**config.mk**
```make
export PLATFORM = sky130hd
export DESIGN_NAME = dmem_responder
export DESIGN_NICKNAME = d
export VERILOG_FILES = /design/src/rtl/dmem_pkg.sv /design/src/rtl/wbuf_fifo.sv /design/src/rtl/dmem_responder.sv
export SDC_FILE = /design/constraint.sdc
export NUM_CORES = 2
export LEC_CHECK = 0
export CORE_MARGIN = 2
export CORE_UTILIZATION = 35
export DETAILED_ROUTE_END_ITERATION = 10
export GPL_ROUTABILITY_DRIVEN = 1
export PLACE_DENSITY = 0.59
export SYNTH_ARGS = -nofsm -noshare
export SYNTH_HDL_FRONTEND = slang
export SYNTH_MEMORY_MAX_BITS = 65536
export SYNTH_SLANG_ARGS = --single-unit
```
**constraint.sdc**
```tcl
create_clock -name clk -period 4.91 [get_ports clk]
set_clock_uncertainty 0.05 [all_clocks]
set_input_delay 0.982 -clock clk [delete_from_list [all_inputs] [get_ports clk]]
set_output_delay 0.982 -clock clk [all_outputs]
set_load 0.01 [all_outputs]
```
**src/rtl/dmem_pkg.sv**
```systemverilog
// rtl/dmem_pkg.sv - shared constants and posted-write entry type for dmem_responder
package dmem_pkg;
    localparam int N        = 64;
    localparam int DEPTH    = 64;
    localparam int WB_DEPTH = 4;
    localparam int IDX_W    = $clog2(DEPTH);

    typedef struct packed {
        logic [IDX_W-1:0] index;
        logic [N-1:0]     data;
    } wb_entry_t;
endpackage

```
**src/rtl/wbuf_fifo.sv**
```systemverilog
// rtl/wbuf_fifo.sv - circular posted-write buffer with an oldest-first view of live entries
module wbuf_fifo
    import dmem_pkg::*;
#(
    parameter int ENTRIES = WB_DEPTH,
    parameter int CNT_W   = $clog2(ENTRIES + 1)
) (
    input  logic               clk,
    input  logic               reset,
    input  logic               push,
    input  logic               pop,
    input  wb_entry_t          push_entry,
    output wb_entry_t          head_entry,
    output wb_entry_t          view [ENTRIES],
    output logic [ENTRIES-1:0] view_valid,
    output logic [CNT_W-1:0]   count,
    output logic               empty,
    output logic               full
);
    localparam int PTR_W = (ENTRIES > 1) ? $clog2(ENTRIES) : 1;

    wb_entry_t        slots_q [ENTRIES];
    logic [PTR_W-1:0] head_q, head_d;
    logic [PTR_W-1:0] tail_q, tail_d;
    logic [CNT_W-1:0] count_q, count_d;

    function automatic logic [PTR_W-1:0] ptr_inc(input logic [PTR_W-1:0] p);
        return (p == PTR_W'(ENTRIES - 1)) ? '0 : p + 1'b1;
    endfunction

    always_comb begin
        head_d  = head_q;
        tail_d  = tail_q;
        count_d = count_q;
        if (reset) begin
            head_d  = '0;
            tail_d  = '0;
            count_d = '0;
        end else begin
            if (push) tail_d = ptr_inc(tail_q);
            if (pop)  head_d = ptr_inc(head_q);
            if (push && !pop)      count_d = count_q + 1'b1;
            else if (pop && !push) count_d = count_q - 1'b1;
        end
    end

    always_ff @(posedge clk) begin
        head_q  <= head_d;
        tail_q  <= tail_d;
        count_q <= count_d;
        if (!reset && push) slots_q[tail_q] <= push_entry;
    end

    // view[0] is the oldest entry, view[count-1] the youngest
    always_comb begin
        for (int i = 0; i < ENTRIES; i++) begin
            view[i]       = slots_q[PTR_W'((int'(head_q) + i) % ENTRIES)];
            view_valid[i] = (CNT_W'(i) < count_q);
        end
    end

    assign head_entry = slots_q[head_q];
    assign count      = count_q;
    assign empty      = (count_q == '0);
    assign full       = (count_q == CNT_W'(ENTRIES));
endmodule

```
**src/rtl/dmem_responder.sv**
```systemverilog
// rtl/dmem_responder.sv - data memory with posted-write buffer, load forwarding and sticky error
module dmem_responder #(
    parameter int N        = dmem_pkg::N,
    parameter int DEPTH    = dmem_pkg::DEPTH,
    parameter int WB_DEPTH = dmem_pkg::WB_DEPTH
) (
    input  logic         clk,
    input  logic         reset,
    input  logic         memRead,
    input  logic         memWrite,
    input  logic [N-1:0] address,
    input  logic [N-1:0] writeData,
    output logic [N-1:0] readData,
    output logic [2:0]   wbuf_count,
    output logic         wbuf_empty,
    output logic         err
);
    import dmem_pkg::*;

    logic             aligned, idle, store_acc, load_acc;
    logic             do_push, do_pop;
    logic [IDX_W-1:0] idx;
    wb_entry_t        push_entry, head_entry;
    wb_entry_t        view [WB_DEPTH];
    logic [WB_DEPTH-1:0] view_valid;
    logic             wb_full, wb_empty_int;
    logic [2:0]       count_int;
    logic [N-1:0]     mem_q [DEPTH];
    logic             err_q, err_d;
    logic             unused_addr;

    assign unused_addr = ^address[N-1:IDX_W+3];

    always_comb begin
        aligned   = (address[2:0] == 3'b000);
        idx       = address[IDX_W+2:3];
        idle      = !memRead && !memWrite;
        store_acc = memWrite && aligned;
        load_acc  = memRead && !memWrite && aligned;
        do_push   = store_acc && !reset;
        // a store into a full buffer retires the head in the same edge
        do_pop    = !wb_empty_int && !reset && (idle || (wb_full && store_acc));
        push_entry = '{index: idx, data: writeData};
    end

    wbuf_fifo #(
        .ENTRIES (WB_DEPTH),
        .CNT_W   (3)
    ) u_wbuf (
        .clk        (clk),
        .reset      (reset),
        .push       (do_push),
        .pop        (do_pop),
        .push_entry (push_entry),
        .head_entry (head_entry),
        .view       (view),
        .view_valid (view_valid),
        .count      (count_int),
        .empty      (wb_empty_int),
        .full       (wb_full)
    );

    // later (younger) matches override earlier ones
    always_comb begin
        readData = '0;
        if (load_acc) begin
            readData = mem_q[idx];
            for (int i = 0; i < WB_DEPTH; i++) begin
                if (view_valid[i] && view[i].index == idx) readData = view[i].data;
            end
        end
    end

    always_comb begin
        err_d = err_q;
        if ((memRead || memWrite) && !aligned) err_d = 1'b1;
        if (memRead && memWrite)               err_d = 1'b1;
        if (reset)                             err_d = 1'b0;
    end

    always_ff @(posedge clk) begin
        err_q <= err_d;
        if (do_pop) mem_q[head_entry.index] <= head_entry.data;
    end

    assign wbuf_count = count_int;
    assign wbuf_empty = wb_empty_int;
    assign err        = err_q;
endmodule

```
== Word-level counts from Yosys, hierarchy flattened ==
Memory sizes are Yosys's and may differ from the RTL's. A register that Yosys moved wholly into a read port is not among the register bits.
Index checks and enable logic that the tools add are counted.

* Memory bits (read-only): 0
* Bits in writable memories: 4376
* Memories: 2
* Output and inout bits: 69
* Latch bits: 0
* Register bits: 8

{| class="wikitable"
|+ Memory list
! memory !! depth !! bits a word !! read ports !! clocked after Yosys merged registers in !! write ports !! line !! RTL
|-
| mem_q || 64 || 64 || 1 || 0 || 1 || dmem_responder.sv:28 || <nowiki>logic [N-1:0] mem_q [DEPTH];</nowiki>
|-
| u_wbuf.slots_q || 4 || 70 || 4 || 1 || 1 || wbuf_fifo.sv:22 || <nowiki>wb_entry_t slots_q [ENTRIES];</nowiki>
|}

* Add/subtract/negate cells: 7
* Reductions and logical operators: 30
* Magnitude comparators: 4
* Div/mod/pow operators: 0
* Equal/unequal tests: 7
* Mux-type cells: 17
* Shifts and indexed selects: 0
* $mul: 0
* Bitwise gates (word level): 0

{| class="wikitable"
|+ Operators by type and width
! operator !! count
|-
| 64-bit 2-to-1 mux || 5
|-
| 6-bit equality test || 4
|-
| 1-bit logical AND || 17
|-
| 2-bit 2-to-1 mux || 4
|-
| 1-bit logical NOT || 7
|-
| 2-bit by 1-bit adder with 2-bit output, second input constant || 3
|-
| 3-bit logical NOT || 2
|-
| 1-bit by 3-bit less-than comparator with 1-bit output, first input constant || 2
|-
| 2-bit by 3-bit less-than comparator with 1-bit output, first input constant || 2
|-
| 1-bit 2-to-1 mux || 6
|-
| 3-bit 2-to-1 mux || 2
|-
| 2-bit adder, second input constant || 2
|-
| 2-bit equality test, second input constant || 2
|-
| 2-bit nonzero test || 2
|-
| 3-bit by 1-bit adder with 3-bit output, second input constant || 1
|-
| 3-bit equality test, second input constant || 1
|-
| 3-bit by 1-bit subtractor with 3-bit output, second input constant || 1
|-
| 1-bit logical OR || 2
|}

== Logic depth before layout (Yosys ltp) ==
* Depth after elaboration: 8
* Gate-level depth with buffers: 13
* Gate-level depth less buffers: 10

== By module ==
From an unflattened synthesis, not the netlist that was laid out.

* Cells, all modules: 8282
* Area, all modules: 175221.8 sq um

{| class="wikitable"
|+ By module, submodules not included
! module !! cells an instance !! times used !! area each (sq um)
|-
| dmem_responder || 7531 || 1 || 158997.5
|-
| wbuf_fifo || 751 || 1 || 16224.3
|}

== Least setup slack after synthesis ==
OpenSTA, ideal clock, no wires.

* Path kind: in2reg
* Start point: input port address[1]
* End point: memory mem_q[40][0] (enable)
* Buffers on the path: 1
* Setup slack: -0.385 ns
* Required time: 4.373 ns
* Arrival: 4.758 ns
* Cell stages on the path: 8
* Cells stage by stage: nor3_1 nand2_1 o32ai_1 nand2b_1 clkbuf_1 nor2_1 nand2_1 nor2_1

* Longest elaborated chain between the ends: 7

{| class="wikitable"
|+ Ends and longest elaborated chain
! what !! line !! RTL
|-
| start: declaration || dmem_responder.sv:11 || <nowiki>input logic [N-1:0] address,</nowiki>
|-
| 3-bit logical NOT || dmem_responder.sv:35 || <nowiki>aligned = (address[2:0] == 3'b000);</nowiki>
|-
| 1-bit logical AND || dmem_responder.sv:38 || <nowiki>store_acc = memWrite && aligned;</nowiki>
|-
| 1-bit logical AND || dmem_responder.sv:42 || <nowiki>do_pop = !wb_empty_int && !reset && (idle || (wb_full && store_acc));</nowiki>
|-
| 1-bit logical OR || dmem_responder.sv:42 ||
|-
| 1-bit logical AND || dmem_responder.sv:42 ||
|-
| 1-bit 2-to-1 mux || dmem_responder.sv:83 || <nowiki>if (do_pop) mem_q[head_entry.index] <= head_entry.data;</nowiki>
|-
| 1-bit 2-to-1 mux (not written as such) || dmem_responder.sv:83 ||
|-
| end: declaration || dmem_responder.sv:28 ||
|}

Every way passes these cells.

== Worst setup path after layout ==
* Start point: register u_wbuf.head_q[0]
* End point: output port readData[57]

* Longest elaborated chain between the ends: 8
* Elaborated cells between the ends (all ways): 14
* Classes of those cells: 3 x add/sub; 3 x eq/ne; 4 x mux; 3 x reduce/logical; 1 x memory

{| class="wikitable"
|+ Ends and longest elaborated chain
! what !! line !! RTL
|-
| start: declaration || wbuf_fifo.sv:23 || <nowiki>logic [PTR_W-1:0] head_q, head_d;</nowiki>
|-
| start signal: assignment || wbuf_fifo.sv:48 || <nowiki>head_q <= head_d;</nowiki>
|-
| 2-bit by 1-bit adder with 2-bit output || wbuf_fifo.sv:57 || <nowiki>view[i] = slots_q[PTR_W'((int'(head_q) + i) % ENTRIES)];</nowiki>
|-
| memory read 4 x 70 bit * || -- ||
|-
| 6-bit equality test || dmem_responder.sv:69 || <nowiki>if (view_valid[i] && view[i].index == idx) readData = view[i].data;</nowiki>
|-
| 1-bit logical AND || dmem_responder.sv:69 ||
|-
| 64-bit 2-to-1 mux (2 in a row) || dmem_responder.sv:69 ||
|-
| 64-bit 2-to-1 mux * || dmem_responder.sv:69 ||
|-
| 64-bit 2-to-1 mux * || dmem_responder.sv:66 || <nowiki>if (load_acc) begin</nowiki>
|-
| end: declaration || dmem_responder.sv:13 || <nowiki>output logic [N-1:0] readData,</nowiki>
|}

Every way passes the cells marked *; elsewhere a longest branch is shown, timed or not.

==> flow_metrics.env <==
export IMPL_utilization_pct=42.2
export IMPL_syn_area_per_cell_um2=20.0
export IMPL_path_delay_family="buffers and inverters"
export IMPL_areaGrowthSynthToFinish_pct=20.1
export IMPL_viasPerCell=5.79
export IMPL_power_density_nw_per_um2=367
export IMPL_synth_top_flop_cell="edfxtp_1"
export IMPL_die_x_um=713
export IMPL_nets=10036
export IMPL_cp_end_kind="output pin"
export IMPL_finalSetupViolCount=64
export IMPL_violations="setup timing"
export IMPL_die_area_um2=509000
export IMPL_htreeDepth=5
export IMPL_antenna_left=0
export IMPL_layout_drive_gt1_share_pct=27.7
export IMPL_place_area_um2=196000
export IMPL_fin_ws_ns=-0.577
export IMPL_io_pins=201
export IMPL_netlist_area_um2=176000
export IMPL_grt_pass1_wl_um=739000
export IMPL_tightest_slew_ns=1.04
export IMPL_antenna_found_initial=18
export IMPL_clockBufferDepth=4
export IMPL_clk_pin_slew_ns=0.06
export IMPL_max_freq_mhz=182
export IMPL_min_period_ns=5.49
export IMPL_cts_buffers=417
export IMPL_place_ws_ns=-1.44
export IMPL_initial_core_util_pct=35.1
export IMPL_layout_commonest_cell="edfxtp_1"
export IMPL_hold_class="input port to register"
export IMPL_rsz0062_at_grt="true"
export IMPL_status="complete, but fails checks"
export IMPL_grt_pass1_vias=97258
export IMPL_vdd_drop_max_mv=0.317
export IMPL_startpoint_type="register"
export IMPL_synth_cell_types=62
export IMPL_grt_busiest_layer="met2"
export IMPL_drt_iter0_markers=12445
export IMPL_syn_inst=8794
export IMPL_vias=98031
export IMPL_drt_drc_violations_left=0
export IMPL_required_ns=3.88
export IMPL_ys_warn_count=0
export IMPL_leakage_nw=67.5
export IMPL_hold_viol_final=0
export IMPL_grtUsageTotal_pct=20.1
export IMPL_worstSkewPairLatency_ns=1.01
export IMPL_cp_max_fo=7
export IMPL_cpMostUsedCell="buf_12"
export IMPL_cts_tree="built"
export IMPL_firstDrtPassIters=6
export IMPL_root_buffer="clkbuf_16"
export IMPL_final_cell_mix="edfxtp_1, mux2i_1, mux4_2"
export IMPL_async_reset_ff_share_pct=0
export IMPL_rows=260
export IMPL_wirelength_um=527000
export IMPL_grt_overflow=0
export IMPL_fp_dieH_um=713
export IMPL_path_cells="buf_12 -> mux4_2 -> xnor2_2 -> nand2_1 -> or4_4 -> o211ai_4 -> buf_12 -> buf_16 -> buf_16 -> buf_12 -> buf_12 -> a311o_1 -> a41oi_2 -> buf_2"
export IMPL_worstPathArrival_ns=4.45
export IMPL_synth_seq_cells=4386
export IMPL_cpPeakStageDelay_ns=0.59
export IMPL_grt_use_met1_pct=27.7
export IMPL_dpl_cell_count=16074
export IMPL_fin_cells=16919
export IMPL_synth_nets=8936
export IMPL_whs_ns=0.428
export IMPL_dp_final_hpwl_um=319000
export IMPL_use_met2_pct=33.6
export IMPL_slew_violations=0
export IMPL_routabilityCongestion=0.834
export IMPL_grt_max_degree=121
export IMPL_wl_per_cell_um=31.1
export IMPL_port_buffer_count=145
export IMPL_cpMaxStageDelayCell="or4_4"
export IMPL_ys_seq_area_share_pct=74.8
export IMPL_drv_cap=0
export IMPL_cts_sinks=4386
export IMPL_finalCritPeriodShare_pct=112
export IMPL_worst_setup_path_type="register to output pin"
export IMPL_finalInstanceArea_um2=211000
export IMPL_grtUsageMet3_pct=2.97
export IMPL_core_um2=501000
export IMPL_critPathBufInv=7
export IMPL_slew_headroom_pct=30.8
export IMPL_synth_edf_count=4376
## metrics by stage
step / power, mW / TNS (ns)
detailed placement: 46.2 / -36.87
global placement: 46.2 / -37.40
CTS: 77.9 / -29.05
global route: 79.5 / -30.32
floorplan: 44.1 / -1554.63
finish: 77.5 / -24.64
## layout make-up
cell class	instances	area [um^2]
antenna	5	12.5
clock inverter	254	2440
inverter	12	55.1
sequential	4386	132000
timing repair buffer	1293	14700
fill	43004	290000
tap	6681	8360
clock buffer	504	10900
multi-input combinational	3784	43200
## flip-flops by register name (all words and copies together), names as in the netlist, named ones only
| name | cells |
|---|---|
| mem_q | 4096 |
| u_wbuf.slots_q | 280 |
| u_wbuf.count | 3 |
| u_wbuf.head_q | 2 |
| u_wbuf.tail_q | 2 |
| err | 1 |
## where the power goes
group,switching [mW],internal [mW],total (mW)
logic,2.68,1.91,4.59
registers,0.0135,41.0,41.0
clock network,14.0,18.0,31.9
total,16.7,60.8,77.5
## cell usage after synthesis (29+ instances only)
master    number  area, um^2
o21ai_0      249        1250
a22oi_1      182        1370
a311o_1       59         591
a221oi_1     312        2730
clkbuf_1     358        1340
buf_1         51         191
a41oi_1       60         526
a21oi_1      130         651
nand2b_1     125         782
a31oi_1       62         388
o211ai_1      60         450
nand2_1      147         552
o32a_1        61         611
mux2i_1      999       10000
a32oi_1       59         517
edfxtp_1    4376      131000
buf_4         29         218
nor2_1        93         349
a211oi_1     125         938
nand3_1       66         330
o21a_1        61         458
buf_2        173         866
mux4_2       811       18300
## final timing paths
kind / start / end / slack (ns) / cells after the start
max reg2reg: u_wbuf.count[0] / mem_q[18][30] / 0.89 / 11
min: address[6] / u_wbuf.slots_q[1][67] / 0.43 / 2
min reg2reg: err / err / 0.45 / 2
max: u_wbuf.head_q[0] / readData[57] / -0.58 / 14
## worst register-to-register path, delay by kind of cell, from the launching register on
family | cells | cell delay [ns]
compound gates | 1 | 0.49
flops | 1 | 0.53
simple gates | 5 | 1.41
fa+ha+maj | 1 | 0.25
buf+inv | 4 | 0.89
## cell families after synthesis
family / Yosys count / synth area share, %
mux: 1814 / 16.1
simple gates: 485 / 1.34
buf+inv: 624 / 1.52
flops: 4386 / 74.8
xor+xnor: 28 / 0.144
compound gates: 1447 / 6.08
fa+ha+maj: 10 / 0.0711
## what timing repair did
action / CTS / global route
gates resized for setup: 449 / 59
hold buffers: 0 / 0
cloned: 12 / 2
pin swaps: 129 / 51
setup endpoints to repair: 64 / 64
buffers inserted: 66 / 20
## layer usage
| metal | wire (um) | vias up |
|---|---|---|
| met2 | 257000 | 5027 |
| met5 | 41 | - |
| met4 | 14300 | 6 |
| met3 | 43800 | 762 |
| met1 | 212000 | 52621 |
| li1 | - | 39615 |
(Power assumes the default switching activity.)
